## config.mk

```make
export PLATFORM = sky130hd
export DESIGN_NAME = i2s_tx_sequencer
export DESIGN_NICKNAME = d
export VERILOG_FILES = /design/src/rtl/i2s_tx_sequencer.sv
export SDC_FILE = /design/constraint.sdc
export NUM_CORES = 1
export LEC_CHECK = 0
export ABC_AREA = 1
export BUFFER_PORTS_ARGS = -buffer_cell sky130_fd_sc_hd__clkbuf_2
export CAP_MARGIN = 20
export CORE_UTILIZATION = 49
export CTS_CLUSTER_DIAMETER = 100
export DETAILED_ROUTE_END_ITERATION = 6
export PLACE_DENSITY = 0.63
export SLEW_MARGIN = 40
export SYNTH_ARGS = -nofsm -noshare
export SYNTH_HDL_FRONTEND = slang
export SYNTH_SLANG_ARGS = --single-unit
```

## constraint.sdc

```tcl
create_clock -name clk -period 8.2 [get_ports clk]
set_input_delay 0.82 -clock clk [delete_from_list [all_inputs] [get_ports clk]]
set_output_delay 0.82 -clock clk [all_outputs]
set_load 0.03 [all_outputs]
```

## src/rtl/i2s_tx_sequencer.sv

```systemverilog
// Stereo I2S transmit sequencer: buffers mixer frames in a small FIFO and shifts words out
// on the timing generator's load/shift strobes, with mute and underrun handling.
module i2s_tx_sequencer #(
    parameter int unsigned BITS_PER_SAMPLE = 16,
    parameter int unsigned FIFO_DEPTH      = 4,
    parameter bit          UNDERRUN_REPEAT = 1'b0,
    parameter int unsigned CNT_WIDTH       = 16
) (
    input  logic                         clk,
    input  logic                         reset,
    input  logic                         enable_i,
    input  logic                         mute_i,
    input  logic                         s_valid_i,
    output logic                         s_ready_o,
    input  logic [BITS_PER_SAMPLE-1:0]   s_left_i,
    input  logic [BITS_PER_SAMPLE-1:0]   s_right_i,
    input  logic                         i2s_lrclk_i,
    input  logic                         load_strobe_i,
    input  logic                         shift_strobe_i,
    output logic                         i2s_sdata_o,
    output logic [$clog2(FIFO_DEPTH):0]  fifo_level_o,
    output logic                         underrun_o,
    output logic [CNT_WIDTH-1:0]         underrun_count_o,
    output logic                         frame_start_o
);

    localparam int unsigned PtrW = $clog2(FIFO_DEPTH);
    localparam int unsigned LvlW = PtrW + 1;
    localparam int unsigned CntW = $clog2(BITS_PER_SAMPLE + 1);
    localparam int unsigned B    = BITS_PER_SAMPLE;

    typedef enum logic [1:0] {StIdle, StSync, StRun} state_e;

    state_e          state_q, state_d;
    logic [2*B-1:0]  mem_q [FIFO_DEPTH];
    logic [PtrW-1:0] wptr_q, wptr_d, rptr_q, rptr_d;
    logic [LvlW-1:0] level_q, level_d;
    logic [B-1:0]    frame_l_q, frame_l_d, frame_r_q, frame_r_d;
    logic [B-1:0]    shreg_q, shreg_d;
    logic [CntW-1:0] bitcnt_q, bitcnt_d;
    logic            sdata_q, sdata_d;
    logic            underrun_q, underrun_d;
    logic            fstart_q, fstart_d;
    logic [CNT_WIDTH-1:0] urcnt_q, urcnt_d;

    logic           active, fifo_empty, left_load, right_load, shift, push, pop;
    logic [2*B-1:0] head;

    assign fifo_empty = (level_q == '0);
    assign s_ready_o  = (state_q != StIdle) && (level_q < LvlW'(FIFO_DEPTH));
    assign active     = enable_i && (state_q != StIdle);
    // SYNC accepts only the left load that starts the first frame
    assign left_load  = active && load_strobe_i && !i2s_lrclk_i;
    assign right_load = active && (state_q == StRun) && load_strobe_i && i2s_lrclk_i;
    assign shift      = active && (state_q == StRun) && shift_strobe_i && !load_strobe_i;
    assign push       = enable_i && s_valid_i && s_ready_o;
    assign pop        = left_load && !fifo_empty;
    assign head       = mem_q[rptr_q];

    always_comb begin
        state_d    = state_q;
        wptr_d     = wptr_q;
        rptr_d     = rptr_q;
        level_d    = level_q;
        frame_l_d  = frame_l_q;
        frame_r_d  = frame_r_q;
        shreg_d    = shreg_q;
        bitcnt_d   = bitcnt_q;
        urcnt_d    = urcnt_q;
        underrun_d = 1'b0;
        fstart_d   = 1'b0;

        if (!enable_i) begin
            state_d   = StIdle;
            wptr_d    = '0;
            rptr_d    = '0;
            level_d   = '0;
            frame_l_d = '0;
            frame_r_d = '0;
            shreg_d   = '0;
            bitcnt_d  = '0;
        end else begin
            if (state_q == StIdle) begin
                state_d = StSync;
            end
            if (left_load) begin
                state_d  = StRun;
                fstart_d = 1'b1;
                bitcnt_d = '0;
                if (!fifo_empty) begin
                    frame_l_d = head[2*B-1:B];
                    frame_r_d = head[B-1:0];
                    shreg_d   = mute_i ? '0 : head[2*B-1:B];
                end else begin
                    underrun_d = 1'b1;
                    if (urcnt_q != '1) begin
                        urcnt_d = urcnt_q + 1'b1;
                    end
                    if (UNDERRUN_REPEAT) begin
                        shreg_d = mute_i ? '0 : frame_l_q;
                    end else begin
                        frame_l_d = '0;
                        frame_r_d = '0;
                        shreg_d   = '0;
                    end
                end
            end else if (right_load) begin
                shreg_d  = mute_i ? '0 : frame_r_q;
                bitcnt_d = '0;
            end else if (shift) begin
                shreg_d = shreg_q << 1;
                if (bitcnt_q != CntW'(B)) begin
                    bitcnt_d = bitcnt_q + 1'b1;
                end
            end
            if (push) begin
                wptr_d = wptr_q + 1'b1;
            end
            if (pop) begin
                rptr_d = rptr_q + 1'b1;
            end
            level_d = level_q + LvlW'(push) - LvlW'(pop);
        end

        // Past the last data bit the slot is padded with zeros
        sdata_d = (state_d == StRun) && (bitcnt_d < CntW'(B)) && shreg_d[B-1];
    end

    always_ff @(posedge clk) begin
        if (push) begin
            mem_q[wptr_q] <= {s_left_i, s_right_i};
        end
    end

    always_ff @(posedge clk or posedge reset) begin
        if (reset) begin
            state_q    <= StIdle;
            wptr_q     <= '0;
            rptr_q     <= '0;
            level_q    <= '0;
            frame_l_q  <= '0;
            frame_r_q  <= '0;
            shreg_q    <= '0;
            bitcnt_q   <= '0;
            sdata_q    <= 1'b0;
            underrun_q <= 1'b0;
            fstart_q   <= 1'b0;
            urcnt_q    <= '0;
        end else begin
            state_q    <= state_d;
            wptr_q     <= wptr_d;
            rptr_q     <= rptr_d;
            level_q    <= level_d;
            frame_l_q  <= frame_l_d;
            frame_r_q  <= frame_r_d;
            shreg_q    <= shreg_d;
            bitcnt_q   <= bitcnt_d;
            sdata_q    <= sdata_d;
            underrun_q <= underrun_d;
            fstart_q   <= fstart_d;
            urcnt_q    <= urcnt_d;
        end
    end

    assign i2s_sdata_o      = sdata_q;
    assign fifo_level_o     = level_q;
    assign underrun_o       = underrun_q;
    assign underrun_count_o = urcnt_q;
    assign frame_start_o    = fstart_q;

endmodule

```

Word-level counts from Yosys, hierarchy flattened:

Memories as Yosys holds them, arrays and structs flattened.
Index checks and enable logic that the tools add are counted.

* add/sub/neg operators: 6
* eq/ne operators: 8
* magnitude comparators: 2
* reduce and logical (&&, ||, !) cells: 21
* multiplexer cells: 30

Operators by type and width (count)
* $mux W16: 10
* $mux W5: 5
* $add A16 B1 Y16 const B: 1
* $ne A16 B16 Y1 const B: 1
* $logic_and A1 B1 Y1: 14
* $mux W2: 7
* $mux W1: 7
* $ne A2 B1 Y1 const B: 3
* $add A5 B1 Y5 const B: 1
* $lt A5 B5 Y1 const B: 1
* $ne A5 B5 Y1 const B: 1
* $add A2 B1 Y2 const B: 2
* $eq A2 B2 Y1 const B: 2
* $ne A4 B1 Y1 const B: 1
* $reduce_and A4 Y1: 1
* $add A3 B1 Y3: 1
* $logic_not A1 Y1: 3
* $logic_not A3 Y1: 1
* $lt A3 B3 Y1 const B: 1
* $mux W3: 1
* $sub A3 B1 Y3: 1
* $logic_not A2 Y1: 1
* $reduce_bool A2 Y1: 1

* memories kept: 1
* output and inout bits: 23
* register bits: 65
* input bits: 40
* logic and storage cells: 80
* RAM bits: 128

Memory list
* mem_q: words 4, width 32, read ports 1, clocked after Yosys merged registers in 0, write ports 1, line 35 `logic [2*B-1:0] mem_q [FIFO_DEPTH];`

Longest topological paths before layout:

Gate-level depths: netlist of run 1.

* depth in word-level cells: 12
* gate-level depth with buffers: 13
* mapped depth without buffers: 12

Worst setup path after synthesis of run 1:

No wires, ideal clock.

* path type: register -> register
* start: register level_q[2] (netlist: fifo_level_o[2])
* end: memory mem_q[0][0] (netlist name), enable pin
* path buffers: 0
* clock period less this slack: 3208 ps
* required time: 7779 ps
* slack: 4992 ps
* library setup time: 421 ps
* data arrival time: 2786 ps
* cell stages (with the launch flop): 4
* cells stage by stage: dfrtp_1 -> nor2_1 -> nand3_1 -> nor2_1

* cells in the longest elaborated chain, start to end: 5

RTL lines
* from (decl): line 37 `logic [LvlW-1:0] level_q, level_d;`
* from (signal assigned): line 153 `level_q <= level_d;`
* $lt A3 B3 Y1: line 50 `assign s_ready_o = (state_q != StIdle) && (level_q < LvlW'(FIFO_DEPTH));`
* $logic_and A1 B1 Y1: line 50
* via s_ready_o: line 14 `output logic s_ready_o,`
* $logic_and A1 B1 Y1: line 56 `assign push = enable_i && s_valid_i && s_ready_o;`
* $mux W1: line 130 `if (push) begin`
* $mux W1 (implied by the code): line 131 `mem_q[wptr_q] <= {s_left_i, s_right_i};`
* to (decl): line 35

The timed path passes the listed nets, and every way through them passes these cells.

Worst setup path after layout of run 1:

* start: input port enable_i
* end: register level_q[2] (netlist: fifo_level_o[2])

* cells in the longest elaborated chain, start to end: 6
* elaborated cells on any way between the ends: 9
* classes of those cells: 2 x add/sub; 1 x mux; 6 x reduce/logical

RTL lines
* from (decl): line 11 `input logic enable_i,`
* parallel branches: the longest is 5 deep, another holds $add A3 B1 Y3
* $mux W3 *: line 73 `if (!enable_i) begin`
* via level_d[2]: line 37

Mark *: on every way through the listed nets, which the timed path passes.
A chain may end at the register's enable or synchronous reset.

==> results.py, run 1 <==
metrics = {
    "status": {
        "outcome": "finished clean",
    },
    "timing": {
        "setup_violations": 0,
        "tns_ns": 0,
        "fin_crit_sh_pct": 30.6,
        "maxSlewViolCount": 0,
        "finalHoldViolations": 0,
        "slew_headroom_pct": 54.6,
        "tightest_slew_ns": 0.681,
        "finClkSkew_ns": 0.00607,
        "finalCriticalPeriod_ns": 2.51,
        "whs_ns": 0.503,
        "fmax_ghz": 0.398,
        "grt_setup_unrepaired": "false",
    },
    "synthesis": {
        "synth_top_cell_by_area": "edfxtp_1",
        "synth.avg_cell_area_um2": 11.7,
        "synthArstFlopShare_pct": 33.7,
        "synth_area_leaders": "edfxtp_1 (48%), dfrtp_1 (20%), nand2_1 (5.4%)",
        "syn_inst": 688,
        "synthFlopType": "edfxtp_1",
        "synth_area_um2": 8030,
        "yosysSeqAreaShare_pct": 68.2,
        "yosys-top-cells-count": "edfxtp_1 (128), nand2_1 (116), nor2_1 (70), o21ai_0 (66), dfrtp_1 (65)",
        "synth_cell_types": 36,
        "synth_top_cell_area_share_pct": 47.9,
        "yosysWarnings": 0,
        "syn_nets": 738,
        "synth_edf_count": 128,
        "yosys_register_bits": 193,
        "synth_most_common_cell": "edfxtp_1",
    },
    "route": {
        "wl_per_cell_um": 16.5,
        "antenna_left": 0,
        "drc": 0,
        "wl_mm": 16.1,
        "via_per_inst": 5.39,
        "first_iter_violations": 297,
        "num_vias": 5256,
        "drtPass1Iterations": 4,
    },
    "cells_and_area": {
        "layout.nets": 796,
        "diodes": 0,
        "final_core_util_pct": 57.3,
        "multi_input_area_um2": 2220,
        "fill_cells": 1322,
        "area_growth_pct": 13.9,
        "instances_no_fill": 975,
        "regArea_um2": 5470,
        "layout-drive-gt1-share_pct": 16.5,
    },
    "grt": {
        "overflow": 0,
        "antenna_found_initial": 0,
        "grt_max_degree": 66,
        "grt_first_pass_wirelength_mm": 25.9,
        "grt_pass1_vias": 5072,
        "grt_usage_pct": 20.8,
    },
    "floorplan": {
        "start_util_pct": 50.3,
        "die_y_um": 130,
        "core_um2": 15900,
        "rows": 46,
        "io_pins": 63,
        "dieArea_um2": 16900,
        "die_w_um": 130,
    },
    "cts": {
        "numCtsBuffers": 17,
        "clock_latency_ns": 0.43,
        "cts.path.max_buffers": 2,
        "htreeDepth": 4,
        "cts_tree": "done",
        "cts-resized-gates": 0,
        "cts_sinks": 193,
        "clk_pin_slew_ns": 0.07,
        "post_cts_buffers": 0,
        "cts_hold_buffers": 0,
        "cts_root_buffer": "clkbuf_16",
    },
    "setup_path": {
        "cp-startpoint": "enable_i",
        "reg2reg_from": "state_q[1]$_DFF_PP0_",
        "cp_max_fo": 13,
        "worstSetupPathType": "primary input to flop",
        "worstReg2RegEnd": "fifo_level_o[2]$_DFF_PP0_",
        "cp-end-kind": "flop",
        "startpoint_type": "primary input",
        "r2r_setup_slack_ns": 5.90,
        "worstPathRequired_ns": 8.55,
        "reg2regPathDepth": 11,
        "cp.arrival_ns": 2.86,
    },
    "placement": {
        "dp_hpwl_mm": 9.99,
        "gp_congestion": 0.825,
        "place_inst": 943,
        "portBuffers": 62,
    },
    "power_and_ir_drop": {
        "power.leakage_uw": 0.00364,
        "p_total_uw": 2150,
        "p_per_area_nw_per_um2": 235,
        "irDropWorstVdd_mv": 0.165,
    },
    "worst_hold_path": {
        "hold_class": "primary input to asynchronous set/reset pin",
    },
    "flow_run": {
        "max-cap-violations": 0,
    },
}
[cell usage in the layout (no fill, tap or decap), types with 2 or more instances in the layout]
master	netlist	final
dfrtp_1	65	65
a21oi_1	11	11
nor3_1	7	7
a22oi_1	14	14
o21ai_1	13	13
o21ai_0	66	66
nor2_1	70	66
clkinv_2	0	2
xor2_1	6	6
clkbuf_1	11	2
nor2_8	2	2
nand2_4	2	2
inv_4	1	2
nand4_1	5	5
bufinv_16	0	4
clkbuf_2	0	62
inv_6	1	4
a32o_1	4	4
a22o_1	11	11
clkinvlp_4	0	2
o22ai_1	29	29
xnor2_1	3	3
ha_1	9	9
or2_2	2	2
nand3_1	33	33
edfxtp_1	128	128
inv_2	3	3
inv_1	43	42
nor2_2	3	6
buf_4	4	7
nor2_4	5	6
nand2_1	116	116
clkbuf_16	0	17
[per-stage QoR]
step / setup slack, ns / area [um2]
2_1_floorplan: 4.99 / 8030
3_3_place_gp: 5.29 / 8510
3_5_place_dp: 5.25 / 8520
4_1_cts: 5.68 / 9140
5_1_grt: 5.56 / 9140
6_report: 5.69 / 9140
[worst max path at each step]
stage / end / depth (start not counted)
global route: fifo_level_o[2]$_DFF_PP0_ / 12
floorplan: mem_q[0][0]$_DFFE_PP_ / 3
detailed placement: fifo_level_o[2]$_DFF_PP0_ / 12
CTS: fifo_level_o[2]$_DFF_PP0_ / 12
finish: fifo_level_o[2]$_DFF_PP0_ / 12
global placement: fifo_level_o[2]$_DFF_PP0_ / 12
[state kept, by name, summed over array words and instances (netlist names), 2 cells and up]
signal and flops:
wptr_q 2, rptr_q 2, mem_q 128, shreg_q 16, bitcnt_q 5, frame_r_q 16, state_q 2, fifo_level_o 3
underrun_count_o 16
[worst max-delay path, cell delays in order]
cell and delay, ns:
clkbuf_2 0.21, nand3_4 0.12, nor2_8 0.19, nand2_4 0.12, inv_2 0.23, ha_1 0.28
inv_1 0.05, ha_1 0.12, inv_1 0.04, fa_1 0.38, and3_1 0.17, nor3_1 0.11
[layout make-up]
type	instances	area share (%)
Clock buffer	19	4.74
Sequential cell	193	59.8
Clock inverter	13	2.01
Multi-Input combinational cell	416	24.3
Timing Repair Buffer	70	4.09
Tap cell	216	2.96
Inverter	48	2.08
[cells by family after synthesis]
| family | share of synthesized area (%) |
|---|---|
| simple gates | 14.0 |
| flops | 68.2 |
| compound gates | 10.9 |
| buf+inv | 4.36 |
| fa+ha+maj | 1.65 |
| xor+xnor | 0.982 |
[routing by layer]
metal | share of wire (%) | GRT usage [%]
met3 | 3.7 | 3.53
met2 | 52 | 35.5
met1 | 42 | 25.9
met4 | 2.4 | 9.85
met5 | 0 | 0
[where the power goes]
part	total (uW)	leakage [uW]	switching (uW)	internal (uW)
Sequential	1110	0.00204	29.8	1080
Combinational	181	0.00130	127	53.1
Clock	865	0.000296	354	512
Total	2150	0.00364	511	1640
Power figures use the tool's default switching activity.
==> run 2: changes to the inputs <==
- clock period: 8.2 -> 2.65 ns (I/O delays scaled with it)
==> run 2 against run 1 <==
Cell area rose by 0.23%. The flow now finishes with violations (hold timing). Largest power group unchanged. Clock power rose to 2.9 times the previous value. Via count fell by 1.1%. Highest routed layer unchanged. Non-clock buffer count rose by 5. Largest cell class unchanged. Setup slack got worse by 5.2 ns. Sequential power rose to 3.1 times the previous value.
==> results.py, run 2 (synthesized netlist as in run 1, its figures left out) <==
metrics = {
    "status": {
        "outcome": "finished, violations left",
        "violations": "hold timing",
    },
    "setup_path": {
        "max_stage_delay_ns": 0.44,
        "reg2reg_from": "fifo_level_o[1]$_DFF_PP0_",
        "cp-startpoint": "fifo_level_o[1]$_DFF_PP0_",
        "worstSetupPathType": "flop to flop",
        "r2r_setup_slack_ns": 0.48,
        "worstReg2RegEnd": "fifo_level_o[2]$_DFF_PP0_",
        "cp.arrival_ns": 2.51,
        "cpMaxStageDelayCell": "dfrtp_1",
        "startpoint_type": "flop",
        "cp-end-kind": "flop",
        "cp_max_fo": 8,
        "cp_cell_sequence": "nor2_1 > nand2_1 > nand2_4 > inv_2 > ha_1 > inv_1 > ha_1 > inv_1 > fa_1 > and3_1 > nor3_1",
        "reg2regPathDepth": 11,
        "worstPathRequired_ns": 2.99,
    },
    "grt": {
        "met1_usage_pct": 27.7,
        "overflow": 0,
        "grt_first_pass_wirelength_mm": 26.5,
        "grt_usage_pct": 21.0,
        "grt_use_met3_pct": 3.94,
        "grt_max_degree": 66,
        "grt_pass1_vias": 5144,
        "busiest_layer": "met2",
        "antenna_found_initial": 0,
        "grt_use_met2_pct": 35.5,
    },
    "timing": {
        "slew_headroom_pct": 55.5,
        "maxSlewViolCount": 0,
        "setup_violations": 0,
        "finalCriticalPeriod_ns": 2.17,
        "setup_ws_ns": 0.481,
        "finalHoldViolations": 54,
        "fin_crit_sh_pct": 81.8,
        "finClkSkew_ns": 0.00738,
        "whs_ns": -0.0324,
        "fmax_ghz": 0.461,
        "tightest_slew_ns": 0.667,
        "grt_setup_unrepaired": "false",
    },
    "cts": {
        "htreeDepth": 4,
        "clk_pin_slew_ns": 0.07,
        "cts_root_buffer": "clkbuf_16",
        "numCtsBuffers": 17,
        "post_cts_buffers": 0,
        "clock_latency_ns": 0.42,
        "cts.path.max_buffers": 2,
        "cts-resized-gates": 0,
        "cts_tree": "done",
        "cts_hold_buffers": 0,
        "cts_sinks": 193,
    },
    "placement": {
        "dp_hpwl_mm": 10.1,
        "gp_congestion": 0.774,
        "portBuffers": 62,
        "dp_slack_ns": 0.408,
    },
    "cells_and_area": {
        "layout.nets": 801,
        "layout-drive-gt1-share_pct": 17.4,
        "final_cell_mix": "edfxtp_1 (128), nand2_1 (116), nor2_1 (66), o21ai_0 (66), dfrtp_1 (65)",
        "final_common_cell": "edfxtp_1",
        "area_growth_pct": 14.2,
        "diodes": 0,
        "largest_register_ffs": 128,
        "top_register": "mem_q",
    },
    "route": {
        "antenna_left": 0,
        "wl_per_cell_um": 16.6,
        "via_per_inst": 5.30,
        "num_vias": 5198,
        "drtPass1Iterations": 4,
        "wl_mm": 16.2,
        "drc": 0,
        "first_iter_violations": 340,
    },
    "floorplan": {
        "dieArea_um2": 16900,
        "core_um2": 15900,
        "rows": 46,
        "die_y_um": 130,
        "io_pins": 63,
        "die_w_um": 130,
        "start_util_pct": 50.3,
    },
    "worst_hold_path": {
        "hold_class": "primary input to asynchronous set/reset pin",
    },
    "power_and_ir_drop": {
        "power.leakage_uw": 0.00365,
        "p_per_area_nw_per_um2": 714,
        "irDropWorstVdd_mv": 0.451,
        "p_total_uw": 6540,
    },
    "flow_run": {
        "max-cap-violations": 0,
    },
}
run 2: cell types whose count changed in the layout (fill, tap and decap cells not counted), sizes merged:
cell      delta
buf          +5
clkinvlp     +2
clkinv       +1
clkbuf       -1
bufinv       -2
run 2: worst max path at each step:
stage	end	slack (ns)	depth (start not counted)
after floorplan	mem_q[0][0]$_DFFE_PP_	-0.1	3
after global placement	fifo_level_o[2]$_DFF_PP0_	0.50	12
after detailed placement	fifo_level_o[2]$_DFF_PP0_	0.41	12
after CTS	fifo_level_o[2]$_DFF_PP0_	0.47	11
after global routing	fifo_level_o[2]$_DFF_PP0_	0.34	11
final	fifo_level_o[2]$_DFF_PP0_	0.48	11
run 2: report_power, final:
part	leakage, uW	switching [uW]	internal (uW)	total (uW)
logic	0.00133	400	167	567
registers	0.00204	89.5	3330	3420
clock network	0.000280	1130	1430	2550
total	0.00365	1620	4920	6540
run 2: cell type report:
cell class,instances,area [um2]
Multi-Input combinational cell,416,2220
Clock inverter,14,156
Fill cell,1330,6780
Sequential cell,193,5470
Tap cell,216,270
Inverter,48,188
Clock buffer,18,439
Timing Repair Buffer,75,424
run 2: per-layer routing:
layer | vias to the layer above | routed length [um]
met4 | 0 | 175
met5 | - | 0
met3 | 14 | 603
met2 | 104 | 8020
met1 | 2531 | 7420
li1 | 2549 | -
run 2: worst max-delay path: cells and delay by family (launching register included):
family	cells	cell delay, ns
simple gates	5	0.69
buf+inv	3	0.16
flops	1	0.44
fa+ha+maj	3	0.79
run 2: through the flow:
step	cells	utilization, %	setup TNS (ns)	instance area (um2)
finish	980	57.5	0	9160
global route	980	57.5	0	9160
CTS	980	57.5	0	9160
detailed placement	948	53.7	0	8560
global placement	948	53.7	0	8560
floorplan	688	-	-12.83	8040
==> run 3: changes to the inputs <==
- clock period: 2.65 -> 2.01 ns (I/O delays scaled with it)
==> run 3 against run 2 <==
The run now ends clean. Critical path depth down 1. Clock power up 33%. Non-clock buffer count up 42. Die area unchanged. Largest cell class unchanged.
==> results.py, run 3 (synthesized netlist as in run 1, its figures left out) <==
metrics = {
    "cts": {
        "htreeDepth": 4,
        "clk_pin_slew_ns": 0.07,
        "clock_latency_ns": 0.44,
        "cts_tree": "done",
        "numCtsBuffers": 17,
        "cts_root_buffer": "clkbuf_16",
        "cts.path.max_buffers": 2,
        "cts_sinks": 193,
    },
    "power_and_ir_drop": {
        "power.leakage_uw": 0.00385,
        "clockPowerShare_pct": 38.7,
        "switching_share_pct": 25.1,
        "p_seq_share_pct": 51.7,
        "combPwrFrac_pct": 9.6,
        "p_per_area_nw_per_um2": 899,
        "irDropWorstVdd_mv": 0.853,
        "intPower_uw": 6540,
        "p_sw_uw": 2190,
    },
    "flow_run": {
        "max-cap-violations": 0,
    },
    "status": {
        "outcome": "finished clean",
    },
    "worst_hold_path": {
        "whs_endpoint": "mem_q[0][26]$_DFFE_PP_",
        "min_path_cells": 1,
        "hold_class": "primary input to flop",
        "hp-start": "s_left_i[10]",
    },
    "floorplan": {
        "dieArea_um2": 16900,
        "core_um2": 15900,
        "die_w_um": 130,
        "die_y_um": 130,
        "start_util_pct": 50.3,
        "rows": 46,
        "io_pins": 63,
    },
    "grt": {
        "antenna_found_initial": 0,
        "grt_pass1_vias": 5342,
        "grt_first_pass_wirelength_mm": 26.8,
        "grt_max_degree": 66,
        "grt_usage_pct": 21.4,
        "met1_usage_pct": 27.4,
        "grt_use_met2_pct": 36.7,
        "overflow": 0,
        "grt_use_met3_pct": 4.35,
        "busiest_layer": "met2",
    },
    "timing": {
        "maxSlewViolCount": 0,
        "finalHoldViolations": 0,
        "fmax_ghz": 0.505,
        "whs_ns": 0.0246,
        "fin_crit_sh_pct": 98.5,
        "tightest_slew_ns": 0.590,
        "finClkSkew_ns": 0.0117,
        "finalCriticalPeriod_ns": 1.98,
        "tns_ns": 0,
        "slew_headroom_pct": 60.6,
        "setup_violations": 0,
    },
    "placement": {
        "portBuffers": 62,
        "dpl_cell_area_um2": 8790,
        "dp_hpwl_mm": 10.6,
        "gp_congestion": 0.800,
    },
    "setup_path": {
        "max_stage_delay_ns": 0.42,
        "cp.arrival_ns": 2.33,
        "cp_max_fo": 3,
        "cp_cell_sequence": "nor2_4 > nor2_4 > nand3_4 > ha_4 > inv_2 > ha_4 > inv_2 > fa_2 > and3_1 > nor3_2",
        "cp-end-kind": "flop",
        "worstSetupPathType": "flop to flop",
        "cpMaxStageDelayCell": "dfrtp_1",
        "cp-startpoint": "state_q[1]$_DFF_PP0_",
        "crit_cells": 10,
        "startpoint_type": "flop",
        "worstPathRequired_ns": 2.36,
        "worstReg2RegEnd": "fifo_level_o[2]$_DFF_PP0_",
        "crit_family": "simple AND/OR/NAND/NOR gates",
        "reg2regPathDepth": 10,
        "r2r_setup_slack_ns": 0.03,
        "worstPathBufferInverterCount": 2,
        "reg2reg_from": "state_q[1]$_DFF_PP0_",
    },
    "cells_and_area": {
        "layout-drive-gt1-share_pct": 19.1,
        "multi_input_area_um2": 2290,
        "final_cell_mix": "edfxtp_1 (128), nand2_1 (115), o21ai_0 (66)",
        "area_growth_pct": 21.0,
        "final_common_cell": "edfxtp_1",
        "fill_cells": 1287,
        "largest_register_ffs": 128,
        "fin_area_um2": 9710,
        "layout.nets": 843,
        "diodes": 0,
        "top_register": "mem_q",
        "regArea_um2": 5470,
    },
    "route": {
        "wl_per_cell_um": 16.4,
        "drtPass1Iterations": 5,
        "antenna_left": 0,
        "via_per_inst": 5.33,
        "num_vias": 5444,
        "drc": 0,
        "wl_mm": 16.8,
        "first_iter_violations": 468,
    },
}
[run 3: stage by stage]
step	setup slack, ns	utilization [%]	total power (uW)	instances
floorplan	-0.110	-	5100	688
global placement	0.122	55.1	5360	957
detailed placement	0.0377	55.1	5390	957
CTS	0.0263	60.8	8790	1021
global route	-0.0484	60.9	9050	1022
finish	0.0302	60.9	8730	1022
[run 3: worst max path at each step]
stage	slack, ns	to
2_1_floorplan	-0.11	fifo_level_o[2]$_DFF_PP0_
3_3_place_gp	0.12	fifo_level_o[2]$_DFF_PP0_
3_5_place_dp	0.04	fifo_level_o[2]$_DFF_PP0_
4_1_cts	0.03	fifo_level_o[2]$_DFF_PP0_
5_1_grt	-0.05	fifo_level_o[2]$_DFF_PP0_
6_report	0.03	fifo_level_o[2]$_DFF_PP0_
[run 3: power groups by stage]
stage / clock [uW] / sequential, uW / combinational, uW
finish: 3380 / 4510 / 837
global route: 3590 / 4530 / 921
CTS: 3430 / 4510 / 849
detailed placement: 0 / 4600 / 796
global placement: 0 / 4590 / 777
floorplan: 0 / 4740 / 359
[run 3: routing by layer]
metal / part of all wire, % / vias up / routed length [um]
met1: 44 / 2669 / 7360
met5: 0 / - / 0
li1: - / 2635 / -
met4: 1.0 / 0 / 172
met2: 51 / 126 / 8620
met3: 3.8 / 14 / 638
[run 3: cell type report]
class / instances / share of cell area, %
sequential: 193 / 56.4
clock inverter: 15 / 1.73
timing repair buffer: 117 / 9.17
inverter: 48 / 1.96
tap: 216 / 2.78
multi-input combinational: 416 / 23.6
clock buffer: 17 / 4.38
[run 3: what timing repair did]
item | CTS | global route
hold endpoints to repair | 146 | 0
setup buffers | 0 | 1
hold buffers | 32 | 0
setup endpoints to repair | 0 | 1
gates resized for setup | 0 | 1
